--- src/rtl/jogo_pkg.sv ---
// Shared state encodings and parameter defaults for the sequence game controller.
// The db_estado debug values are fixed by the enum encodings below.
package jogo_pkg;

  localparam int JOGO_DATA_W         = 4;
  localparam int JOGO_DEPTH          = 16;
  localparam int JOGO_TIMEOUT_CYCLES = 5000;

  typedef enum logic [3:0] {
    ST_INICIAL     = 4'h0,
    ST_PREPARACAO  = 4'h1,
    ST_LE_MEM      = 4'h2,
    ST_ESPERA      = 4'h3,
    ST_REGISTRA    = 4'h4,
    ST_COMPARACAO  = 4'h5,
    ST_PROXIMO     = 4'h6,
    ST_FIM_ACERTO  = 4'hA,
    ST_FIM_TIMEOUT = 4'hD,
    ST_FIM_ERRO    = 4'hE
  } estado_e;

  function automatic logic is_fim(input estado_e e);
    return (e == ST_FIM_ACERTO) || (e == ST_FIM_ERRO) || (e == ST_FIM_TIMEOUT);
  endfunction

endpackage

--- src/rtl/edge_detector.sv ---
// Rising-edge detector with synchronous active-high reset; the pulse is
// combinational so it lines up with the cycle the input first goes high.
module edge_detector (
  input  logic clock,
  input  logic reset,
  input  logic sinal_i,
  output logic borda_o
);

  logic prev_q;

  always_ff @(posedge clock) begin
    if (reset) prev_q <= 1'b0;
    else       prev_q <= sinal_i;
  end

  assign borda_o = sinal_i & ~prev_q;

endmodule

--- src/rtl/circuito_jogo_sequencia.sv ---
// Sequence game: walks DEPTH memory entries, compares one player move per entry.
// Optional inactivity timeout in espera is enabled by defining JOGO_TIMEOUT_EN.
module circuito_jogo_sequencia
  import jogo_pkg::*;
#(
  parameter int DATA_W         = JOGO_DATA_W,
  parameter int DEPTH          = JOGO_DEPTH,
  parameter int ADDR_W         = $clog2(DEPTH),
  parameter int TIMEOUT_CYCLES = JOGO_TIMEOUT_CYCLES
) (
  input  logic              clock,
  input  logic              reset,
  input  logic              iniciar,
  input  logic [DATA_W-1:0] chaves,
  input  logic [DATA_W-1:0] mem_data,
  output logic [ADDR_W-1:0] mem_addr,
  output logic              pronto,
  output logic              acertou,
  output logic              errou,
  output logic              timeout,
  output logic [3:0]        db_estado,
  output logic [ADDR_W-1:0] db_contagem,
  output logic [DATA_W-1:0] db_jogada,
  output logic              db_igual
);

  estado_e           estado_q, estado_d;
  logic [ADDR_W-1:0] cont_q, cont_d;
  logic [DATA_W-1:0] jogada_q, jogada_d;
  logic              evento;
  logic              igual;
  logic              idle_tc;

  edge_detector u_edge (
    .clock   (clock),
    .reset   (reset),
    .sinal_i (|chaves),
    .borda_o (evento)
  );

  // A zero move is never a real move, so it must not match a zero memory word.
  assign igual = (jogada_q == mem_data) && (|jogada_q);

`ifdef JOGO_TIMEOUT_EN
  localparam int IDLE_W = $clog2(TIMEOUT_CYCLES + 1);
  logic [IDLE_W-1:0] idle_q, idle_d;

  always_comb begin
    idle_d = '0;
    if (estado_q == ST_ESPERA) idle_d = idle_q + 1'b1;
  end

  always_ff @(posedge clock) begin
    if (reset) idle_q <= '0;
    else       idle_q <= idle_d;
  end

  assign idle_tc = (idle_q == IDLE_W'(TIMEOUT_CYCLES - 1));
  assign timeout = (estado_q == ST_FIM_TIMEOUT);
`else
  assign idle_tc = 1'b0;
  assign timeout = 1'b0;
`endif

  always_comb begin
    estado_d = estado_q;
    cont_d   = cont_q;
    jogada_d = jogada_q;
    case (estado_q)
      ST_INICIAL:    if (iniciar) estado_d = ST_PREPARACAO;
      ST_PREPARACAO: begin
        cont_d   = '0;
        jogada_d = '0;
        estado_d = ST_LE_MEM;
      end
      ST_LE_MEM:     estado_d = ST_ESPERA;
      ST_ESPERA: begin
        if (evento)       estado_d = ST_REGISTRA;
        else if (idle_tc) estado_d = ST_FIM_TIMEOUT;
      end
      ST_REGISTRA: begin
        jogada_d = chaves;
        estado_d = ST_COMPARACAO;
      end
      ST_COMPARACAO: begin
        if (!igual)                              estado_d = ST_FIM_ERRO;
        else if (cont_q == ADDR_W'(DEPTH - 1))   estado_d = ST_FIM_ACERTO;
        else                                     estado_d = ST_PROXIMO;
      end
      ST_PROXIMO: begin
        cont_d   = cont_q + 1'b1;
        estado_d = ST_LE_MEM;
      end
      ST_FIM_ACERTO, ST_FIM_ERRO, ST_FIM_TIMEOUT:
        if (iniciar) estado_d = ST_PREPARACAO;
      default:       estado_d = ST_INICIAL;
    endcase
  end

  always_ff @(posedge clock) begin
    if (reset) begin
      estado_q <= ST_INICIAL;
      cont_q   <= '0;
      jogada_q <= '0;
    end else begin
      estado_q <= estado_d;
      cont_q   <= cont_d;
      jogada_q <= jogada_d;
    end
  end

  assign mem_addr    = cont_q;
  assign db_contagem = cont_q;
  assign db_jogada   = jogada_q;
  assign db_estado   = estado_q;
  assign db_igual    = igual;
  assign pronto      = is_fim(estado_q);
  assign acertou     = (estado_q == ST_FIM_ACERTO);
  assign errou       = (estado_q == ST_FIM_ERRO);

endmodule

--- config.mk ---
export PLATFORM = sky130hd
export DESIGN_NAME = circuito_jogo_sequencia
export DESIGN_NICKNAME = d
export VERILOG_FILES = /design/src/rtl/jogo_pkg.sv /design/src/rtl/edge_detector.sv /design/src/rtl/circuito_jogo_sequencia.sv
export SDC_FILE = /design/constraint.sdc
export NUM_CORES = 1
export LEC_CHECK = 0
export ABC_CLOCK_PERIOD_IN_PS = 1300
export CORE_AREA = 4 4 52 54
export DETAILED_ROUTE_END_ITERATION = 10
export DIE_AREA = 0 0 56 58
export PLACE_DENSITY = 0.73
export SYNTH_ARGS = -nofsm -noshare
export SYNTH_HDL_FRONTEND = slang
export SYNTH_SLANG_ARGS = --single-unit
--- constraint.sdc ---
create_clock -name clock -period 1.3 [get_ports clock]
set_input_delay 0.26 -clock clock [delete_from_list [all_inputs] [get_ports clock]]
set_output_delay 0.26 -clock clock [all_outputs]
set_load 0.02 [all_outputs]
# Word level (Yosys, flattened, before mapping)

Index checks and enable logic that the tools add are counted.

Output and inout port bits: 21
Word-level logic and storage cells: 38
Bits of input ports: 11
Bits in registers: 13

Equal/unequal tests: 13
Reduce and logical (&&, ||, !) cells: 11
Bitwise operators: 2
$add $sub $neg: 1
Mux-type cells: 7

Operators by type and width:

| kind                                                                   | number |
|---|---|
| 4-bit case mux with 6 select lines                                     | 1 |
| 4-bit equality test (second input constant)                            | 4 |
| 4-bit 2-to-1 mux                                                       | 4 |
| 4-bit case mux with 2 select lines                                     | 2 |
| 4-bit by 3-bit equality test with 1-bit output (second input constant) | 3 |
| 4-bit OR reduction                                                     | 3 |
| 4-bit by 2-bit equality test with 1-bit output (second input constant) | 2 |
| 4-bit by 1-bit adder with 4-bit output (second input constant)         | 1 |
| 4-bit by 1-bit equality test with 1-bit output (second input constant) | 1 |
| 4-bit equality test                                                    | 1 |
| 4-bit logical NOT                                                      | 1 |
| 2-bit nonzero test                                                     | 2 |
| 1-bit logical OR                                                       | 2 |
| 2-bit by 1-bit != test with 1-bit output (second input constant)       | 1 |
| 2-bit != test (second input constant)                                  | 1 |
| 2-bit AND reduction                                                    | 1 |
| 2-bit OR reduction                                                     | 1 |
| 1-bit AND                                                              | 1 |
| 1-bit logical AND                                                      | 1 |
| 1-bit inverter                                                         | 1 |

# Longest topological paths before layout

Gate-level depths: netlist of run 1.

Depth in word-level cells: 4
Gate-level depth with buffers: 6
Gate-level depth less buffers: 4

# Hierarchy

A second synthesis of run 1 with hierarchy kept.

Cell total of the unflattened synthesis: 97
Area, all modules: 785.8 um^2

By module, submodules not included:

| module                  | cells an instance | area an instance (um^2) | seq. area each (um^2) | times used |
|---|---|---|---|---|
| circuito_jogo_sequencia | 94                | 738.2                   | 240.2                 | 1 |
| edge_detector           | 3                 | 47.5                    | 20.0                  | 1 |

# Worst setup path before layout of run 1

No wires, ideal clock.

Path type: reg-to-reg
Start point: register estado_q[3], in the netlist db_estado[3]
End point: register estado_q[2], in the netlist db_estado[2]
Buffers on the path: 1
Setup slack: -0.271 ns
Setup time: 0.075 ns
Cell stages (with the launch flop): 6
Data required time: 1.225 ns
Clock period less this slack: 1.571 ns
Arrival: 1.497 ns
Cells stage by stage: dfxtp_1 -> buf_4 -> nand2_1 -> o31ai_2 -> nand2_1 -> o22ai_1

Longest elaborated chain between the ends: 4
Elaborated cells between the ends (all ways): 16
Classes of those cells: 11 x eq/ne; 1 x mux; 4 x reduce/logical

RTL lines:

| what                                                            | RTL line                       | source |
|---|---|---|
| start, declared                                                 | circuito_jogo_sequencia.sv:27  | `estado_e estado_q, estado_d;` |
| start signal, assigned                                          | circuito_jogo_sequencia.sv:106 | `estado_q <= estado_d;` |
| 4-bit equality test / 4-bit logical NOT (equally long branches) | circuito_jogo_sequencia.sv:69  | `case (estado_q)` |
| 4-bit OR reduction (no line)                                    | --                             |  |
| 2-bit by 1-bit != test with 1-bit output (no line)              | --                             |  |
| 2-bit AND reduction (no line)                                   | --                             |  |

Parallel ways exist; a longest one is shown, timed or not.
A chain may end at the register's enable or synchronous reset.

# Final worst setup path of run 1

Start point: register jogada_q[0], in the netlist db_jogada[0]
End point: output db_igual

Longest elaborated chain between the ends: 2
Elaborated cells between the ends (all ways): 3
Classes of those cells: 1 x eq/ne; 2 x reduce/logical

RTL lines:

| what                                                             | RTL line                       | source |
|---|---|---|
| start, declared                                                  | circuito_jogo_sequencia.sv:29  | `logic [DATA_W-1:0] jogada_q, jogada_d;` |
| start signal, assigned                                           | circuito_jogo_sequencia.sv:108 | `jogada_q <= jogada_d;` |
| 4-bit equality test / 4-bit OR reduction (equally long branches) | circuito_jogo_sequencia.sv:42  | `assign igual = (jogada_q == mem_data) && (\|jogada_q);` |
| 1-bit logical AND (*)                                            | circuito_jogo_sequencia.sv:42  |  |
| end, declared                                                    | circuito_jogo_sequencia.sv:24  | `output logic db_igual` |

Every way passes the cells marked *; elsewhere a longest branch is shown, timed or not.

==> impl_results.md, run 1 <==
- Status: finished, violations left
- Failing checks: setup timing
- H-tree depth: 1
- Placed Area: 1370 µm²
- Hold Vio Cnt, Final: 0
- Pin count of the biggest net entering global routing: 19
- CP Capture Type: primary output
- Worst R2R Path Depth: 7
- DIE HEIGHT: 58 µm
- Minimum clock period: approximately 1.7 ns
- Setup_tns: -1.49 ns
- Max VDD drop: between 400 and 500 µV
- Port Buffers: 30
- Core area: between 2000 and 2500 µm²
- Asr flop ratio synth: 0%
- CP Class: reg2out
- CP startpoint: db_jogada[0]$_SDFFE_PP0P_
- Sequential fraction of the synthesis area: 30.4%
- Max Cap Viol: 0
- DR DRC count: 0
- Die Area: roughly 3200 µm²
- Slew Limit Fails: 0
- I/O pin total: 32
- Number of synthesized flops with an enable pin: 0
- Post-route cell area: 1660 µm²
- Worst Skew: 0.0109 ns
- DRT Pass-1 Iters: 4
- Vias in the first global route: between 1000 and 1500
- DIE WIDTH: 56 µm
- Post-placement cell count: about 180
- Top-count cell post-synth: nor2_1
- Syn avg cell area: 8.16 µm²
- Layout cells sized above 1: 51.9%
- Clk root buf: clkbuf_4
- Synth Cell Area: 857 µm²
- Area grow syn2layout: 93.4%
- Gr usage total: 18.0%
- Leading area contributor after synthesis: dfxtp_1
- Gpl congestion: 0.782
- Remaining Overflow, GRT: 0
- CTS tree: built
- First-pass GRT wire length: 4530 µm
- Unique cell type count in the Yosys netlist: 39
- # clock sinks: 13
- Later-pin clock latency in the skew report: 0.29 ns
- Maximum clock frequency: 594 MHz
- Pleak: 0.000714 µW
- Hold_buf cts: 0
- Reg2reg end: db_estado[2]$_SDFFE_PP0P_
- CTS buffer count: 3
- DP HPWL: 1890 µm
- Clock tree buffer depth: 2
- Initial antenna violation count: 0
- Synthesis Warnings: 0
- Post-synth top cells: nor2_1, dfxtp_1, a21oi_1
- DR vias: 1069
- CP arrival: 1.42 ns
- Finish-stage setup viols: 10
- Finished Layout Cells: 190
- Number of DRC markers in iteration 0: 23
- Routed len/inst: ~15 µm
- CP Capture Point: db_igual
- Final nets: 175
- RSZ-0062 raised after global routing: yes
- Data required time of the worst path: 1.04 ns
- Pwr dens: 612 nW/µm²
- Final Worst Setup Slack: -0.384 ns
- Detail Route Antenna Nets: 0
- Vias/cell: ~5.6
- Starting density of the core: 38.7%
- Hold Slack: 0.388 ns
- Syn nets: 117
- Period utilization: 130%
- Clk slew on worst S/H paths: 0.09 ns
- Register bit count reported by yosys: 13
- Final WL: just under 3000 µm
- Hold Crit Class: in2reg
- Cells after Synth: 105
- Crit path max fanout: 2
- RR Startpoint: db_jogada[0]$_SDFFE_PP0P_
- Number of antenna diodes: 0
- Crit path launch type: flop
- Top cells by area in the synthesized netlist: dfxtp_1, nor2_1, buf_4, a21oi_1, a2bb2oi_1
- Flop-to-flop setup slack: -0.22 ns
- Most used DFF post-synth: dfxtp_1
- Yosys top cell area share: a little under a third
- Row Count: 17
[layout by cell type, fill, tap and decap left out, types with 4 or more instances in the layout]
master / Yosys / routed
nor4b_4: 1 / 5
dfxtp_4: 0 / 4
dlygate4sd2_1: 0 / 5
a21oi_1: 7 / 4
clkdlybuf4s50_1: 0 / 5
buf_2: 3 / 6
dlymetal6s2s_1: 0 / 5
a2bb2oi_1: 4 / 4
nand2_1: 4 / 4
nor2_1: 16 / 13
dfxtp_1: 13 / 6
buf_6: 1 / 15
buf_4: 6 / 24
[report_power, final]
group | internal, µW | switching [µW] | leakage (µW) | total [µW]
Clock | 120 | 154 | 0.0000150 | 273
Sequential | 406 | 9.91 | 0.000110 | 416
Combinational | 173 | 153 | 0.000589 | 326
[critical path, stage by stage, from the launching register on]
cell and delay, ns:
dfxtp_4 0.35, or4_4 0.53, nand3_4 0.09, nor2_4 0.03
buf_6 0.12
[how the worst min path moves through the flow]
stage	end	cells past startpoint	from
final	u_edge.prev_q$_SDFF_PP0_	4	chaves[3]
after global routing	u_edge.prev_q$_SDFF_PP0_	4	chaves[2]
after CTS	db_estado[0]$_SDFFE_PP0P_	2	u_edge.prev_q$_SDFF_PP0_
after detailed placement	db_estado[0]$_SDFFE_PP0P_	2	u_edge.prev_q$_SDFF_PP0_
after floorplan	db_estado[0]$_SDFFE_PP0P_	2	reset
after global placement	db_contagem[3]$_SDFFE_PP0P_	2	db_contagem[3]$_SDFFE_PP0P_
[kinds of logic after synthesis]
group	after synthesis	share of synthesized area [%]
AND/OR/NAND/NOR	43	29.6
AO/OA/AOI/OAI	28	22.2
buffers and inverters	14	10.7
flip-flops	13	30.4
XOR/XNOR	4	4.09
adder cells (fa/ha/maj)	1	1.46
other	1	0.438
multiplexers	1	1.17
[metal layers]
layer	part of all wire (%)	routed length [µm]	vias up	track usage (%)
met5	0	0	-	0
met4	4.7	138	0	12.5
met3	5.3	155	15	2.90
met2	53	1540	49	34.1
met1	37	1100	504	17.8
li1	-	-	501	-
[state kept, by name, summed over array words and instances (netlist names)]
| register | flops |
|---|---|
| db_contagem | 4 |
| db_estado | 4 |
| db_jogada | 4 |
| u_edge.prev_q | 1 |
[repair_timing]
item | 4_1_cts | 5_1_grt
pin swaps | 10 | 13
resized for setup | 91 | 33
setup endpoints to repair | 31 | 22
buffers inserted | 9 | 1
[layout make-up]
class / count / area (µm²)
Timing Repair Buffer: 65 / 591
Inverter: 2 / 12.5
Clock buffer: 4 / 26.3
Sequential cell: 13 / 279
Multi-Input combinational cell: 78 / 714
Tap cell: 28 / 35.0
Fill cell: 159 / 554
[per-stage QoR]
step           worst slack (ns)  power, µW  utilization [%]
4_1_cts                  -0.378        979             71.6
5_1_grt                  -0.410       1070             74.9
3_5_place_dp             -0.654        661             61.9
3_3_place_gp             -0.634        657             61.9
6_report                 -0.384       1020             74.9
2_1_floorplan           -0.0550        572                -
(Power assumes the default switching activity.)
==> run 2: changes to the inputs <==
Settings changed: SLEW_MARGIN set to 5.
==> results of run 2 <==
Same layout as run 1: the final DEF is identical, and so are final timing and power.
==> run 3: changes to the inputs <==
Settings changed: ABC_CLOCK_PERIOD_IN_PS 1300 to 2100, CORE_AREA 4 4 52 54 to 4 4 49 51, DIE_AREA 0 0 56 58 to 0 0 53 55, PLACE_DENSITY 0.73 to 0.79.
Clock period 1.3 ns to 2.1 ns, I/O delays scaled along.
==> run 3 against run 2 <==
Net effect:
- the flow now finishes without violations
- critical path depth unchanged
- sequential power down 38%
- non-clock buffer count down 25
- clock skew down 0.0040 ns
- die area down 10%
- cell count down 14%
- register-to-register slack better by 0.83 ns
- core utilization down 12 points
- setup slack better by 0.48 ns
- clock power down 40%
- via count down 16%
- sequential share of layout area up 4.6 points
==> impl_results.md, run 3 (synthesis gave the netlist of run 1 again) <==
- Hold_buf cts: 0 (unchanged)
- Pleak: 0.000442 µW (-38%)
- DR vias: 893 (-16%)
- Final WL: 2170 µm (-26%)
- Hold Startpoint: db_contagem[3]$_SDFFE_PP0P_
- Least-Margin Pin Slew: around 0.52 ns
- Slew Limit Fails: 0 (unchanged)
- Finish-stage setup viols: 0 (-10)
- Crit path launch type: flop
- Hold Path End: db_contagem[3]$_SDFFE_PP0P_
- Gpl congestion: 0.752 (-3.8%)
- Pin count of the biggest net entering global routing: 18 (-1)
- Clock tree buffer depth: 2 (unchanged)
- H-tree depth: 1 (unchanged)
- Maximum clock frequency: about 500 MHz
- DR DRC count: 0 (unchanged)
- Gr usage total: 16.6% (-1.4 points)
- Initial antenna violation count: 0 (unchanged)
- Commonest non-fill, non-tap cell in the layout: clkdlybuf4s50_1
- Reg2reg end: db_contagem[1]$_SDFFE_PP0P_
- Max VDD drop: 376 µV (-18%)
- Detail Route Antenna Nets: 0 (unchanged)
- Routed len/inst: 13.2 µm (-14%)
- Crit-path max cell delay: 0.51 ns (-0.02 ns)
- Top delay family on crit path: simple AND/OR/NAND/NOR gates
- Final nets: 150 (-14%)
- Vias in the first global route: 869 (-19%)
- Post-placement cell count: 160 (-10%)
- Status: finished, final reports clean
- Max Cap Viol: 0 (unchanged)
- Flop-to-flop setup slack: 0.61 ns (+0.83 ns)
- Number of DRC markers in iteration 0: 11 (-52%)
- DRT Pass-1 Iters: 4 (unchanged)
- Starting density of the core: 44.1% (+5.4 points)
- Period utilization: between 90% and 100%
- Pwr dens: 458 nW/µm² (-25%)
- Later-pin clock latency in the skew report: 0.29 ns (about the same)
- RR Startpoint: db_estado[2]$_SDFFE_PP0P_
- Number of antenna diodes: 0 (unchanged)
- Crit path max fanout: 2 (unchanged)
- Worst Skew: 0.00694 ns (-0.00395 ns)
- Clk root buf: clkbuf_4
- Worst slew margin: 65.2%
- CP Cell Sequence: or4_1, nand3_1, nor2_1, dlygate4sd2_1
- CTS tree: built
- DIE HEIGHT: 55 µm (-5.2%)
- CTS buffer count: 3 (unchanged)
- WP buf/inv: 1 (unchanged)
- Hold path depth: 1 (-3)
- Layout cells sized above 1: 11.7% (-40 points)
- Most frequent cells in the layout: clkdlybuf4s50_1, nor2_1, dfxtp_1, buf_4, a21oi_1
- First-pass GRT wire length: 3530 µm (-22%)
- Final core utilization: 62.5% (-12 points)
- Worst R2R Path Depth: 5 (-2)
- DP HPWL: 1630 µm (-14%)
- CP Class: reg2out
- CP arrival: 1.59 ns (+0.17 ns)
- Hold Slack: 0.557 ns (+0.169 ns)
- Minimum clock period: 2.01 ns
- Slowest CP cell: or4_1
- # clock sinks: 13 (unchanged)
- Hold Vio Cnt, Final: 0 (unchanged)
- Hold Crit Class: reg2reg
- CP Capture Type: primary output
- Buffer count from post-CTS setup fixing: 0 (-9)
- Area grow syn2layout: 41.6%
- RSZ-0062 raised after global routing: no
- Core area: 1940 µm² (-12%)
- Remaining Overflow, GRT: 0 (unchanged)
- DIE WIDTH: 53 µm (-5.4%)
- Finished Layout Cells: 164 (-14%)
- Die Area: 2920 µm² (-10%)
- Vias/cell: 5.45 (-3.2%)
- Port Buffers: 30 (unchanged)
- I/O pin total: 32 (unchanged)
- Row Count: 16 (-1)
- Data required time of the worst path: 1.68 ns (+0.64 ns)
- Clk slew on worst S/H paths: 0.09 ns (about the same)
## run 3: cell count changes in the layout (fill, tap and decap cells not counted), sizes merged
cell and change:
clkdlybuf4s15 -1, dlygate4sd2 -3, clkbuf -2, buf -37, clkdlybuf4s50 +22, dlymetal6s2s -4
## run 3: worst max-delay path by stage
stage	start	endpoint	slack, ns	cells past startpoint
6_report	db_jogada[3]$_SDFFE_PP0P_	db_igual	0.09	4
5_1_grt	db_jogada[1]$_SDFFE_PP0P_	db_igual	0.009	4
4_1_cts	db_estado[0]$_SDFFE_PP0P_	acertou	0.07	3
3_5_place_dp	mem_data[3]	db_igual	-0.17	5
3_3_place_gp	mem_data[3]	db_igual	-0.13	5
2_1_floorplan	db_estado[1]$_SDFFE_PP0P_	acertou	0.42	4
## run 3: timing repair
item / in CTS / in global routing
endpoints found under the setup margin: 2 / 1
pin swaps: 0 / 0
resized for setup: 2 / 1
## run 3: layout make-up
| cell class | count | area, µm² |
|---|---|---|
| clock buffer | 4 | 26.3 |
| tap | 27 | 33.8 |
| fill | 178 | 728 |
| timing repair buffer | 40 | 375 |
| sequential | 13 | 260 |
| inverter | 2 | 12.5 |
| multi-input combinational | 78 | 505 |
## run 3: routing by layer
layer / global-route usage [%] / vias to the layer above / routed length [µm]
met4: 8.09 / 0 / 43
li1: - / 439 / -
met5: 0 / - / 0
met1: 19.0 / 420 / 950
met2: 29.8 / 28 / 1060
met3: 2.95 / 6 / 114
## run 3: power by group
part | internal [µW] | switching, µW | leakage (µW) | total, µW
Sequential | 253 | 6.32 | 0.000106 | 259
Clock | 73.8 | 91.2 | 0.0000150 | 165
Combinational | 67.0 | 64.5 | 0.000322 | 131
Total | 394 | 162 | 0.000442 | 556
## run 3: metrics by stage
step	setup TNS, ns	power (µW)	area [µm²]	setup slack, ns
6_report	0	556	1210	0.0937
5_1_grt	0	579	1210	0.00943
4_1_cts	0	557	1210	0.0716
3_5_place_dp	-0.167	396	1190	-0.167
3_3_place_gp	-0.131	392	1190	-0.131
2_1_floorplan	0	345	857	0.423
## run 3: worst register-to-register path: cells and delay by family (launching register included)
kind | cells | cell delay (ns)
simple gates | 2 | 0.45
flops | 1 | 0.36
buf+inv | 1 | 0.17
compound gates | 2 | 0.39
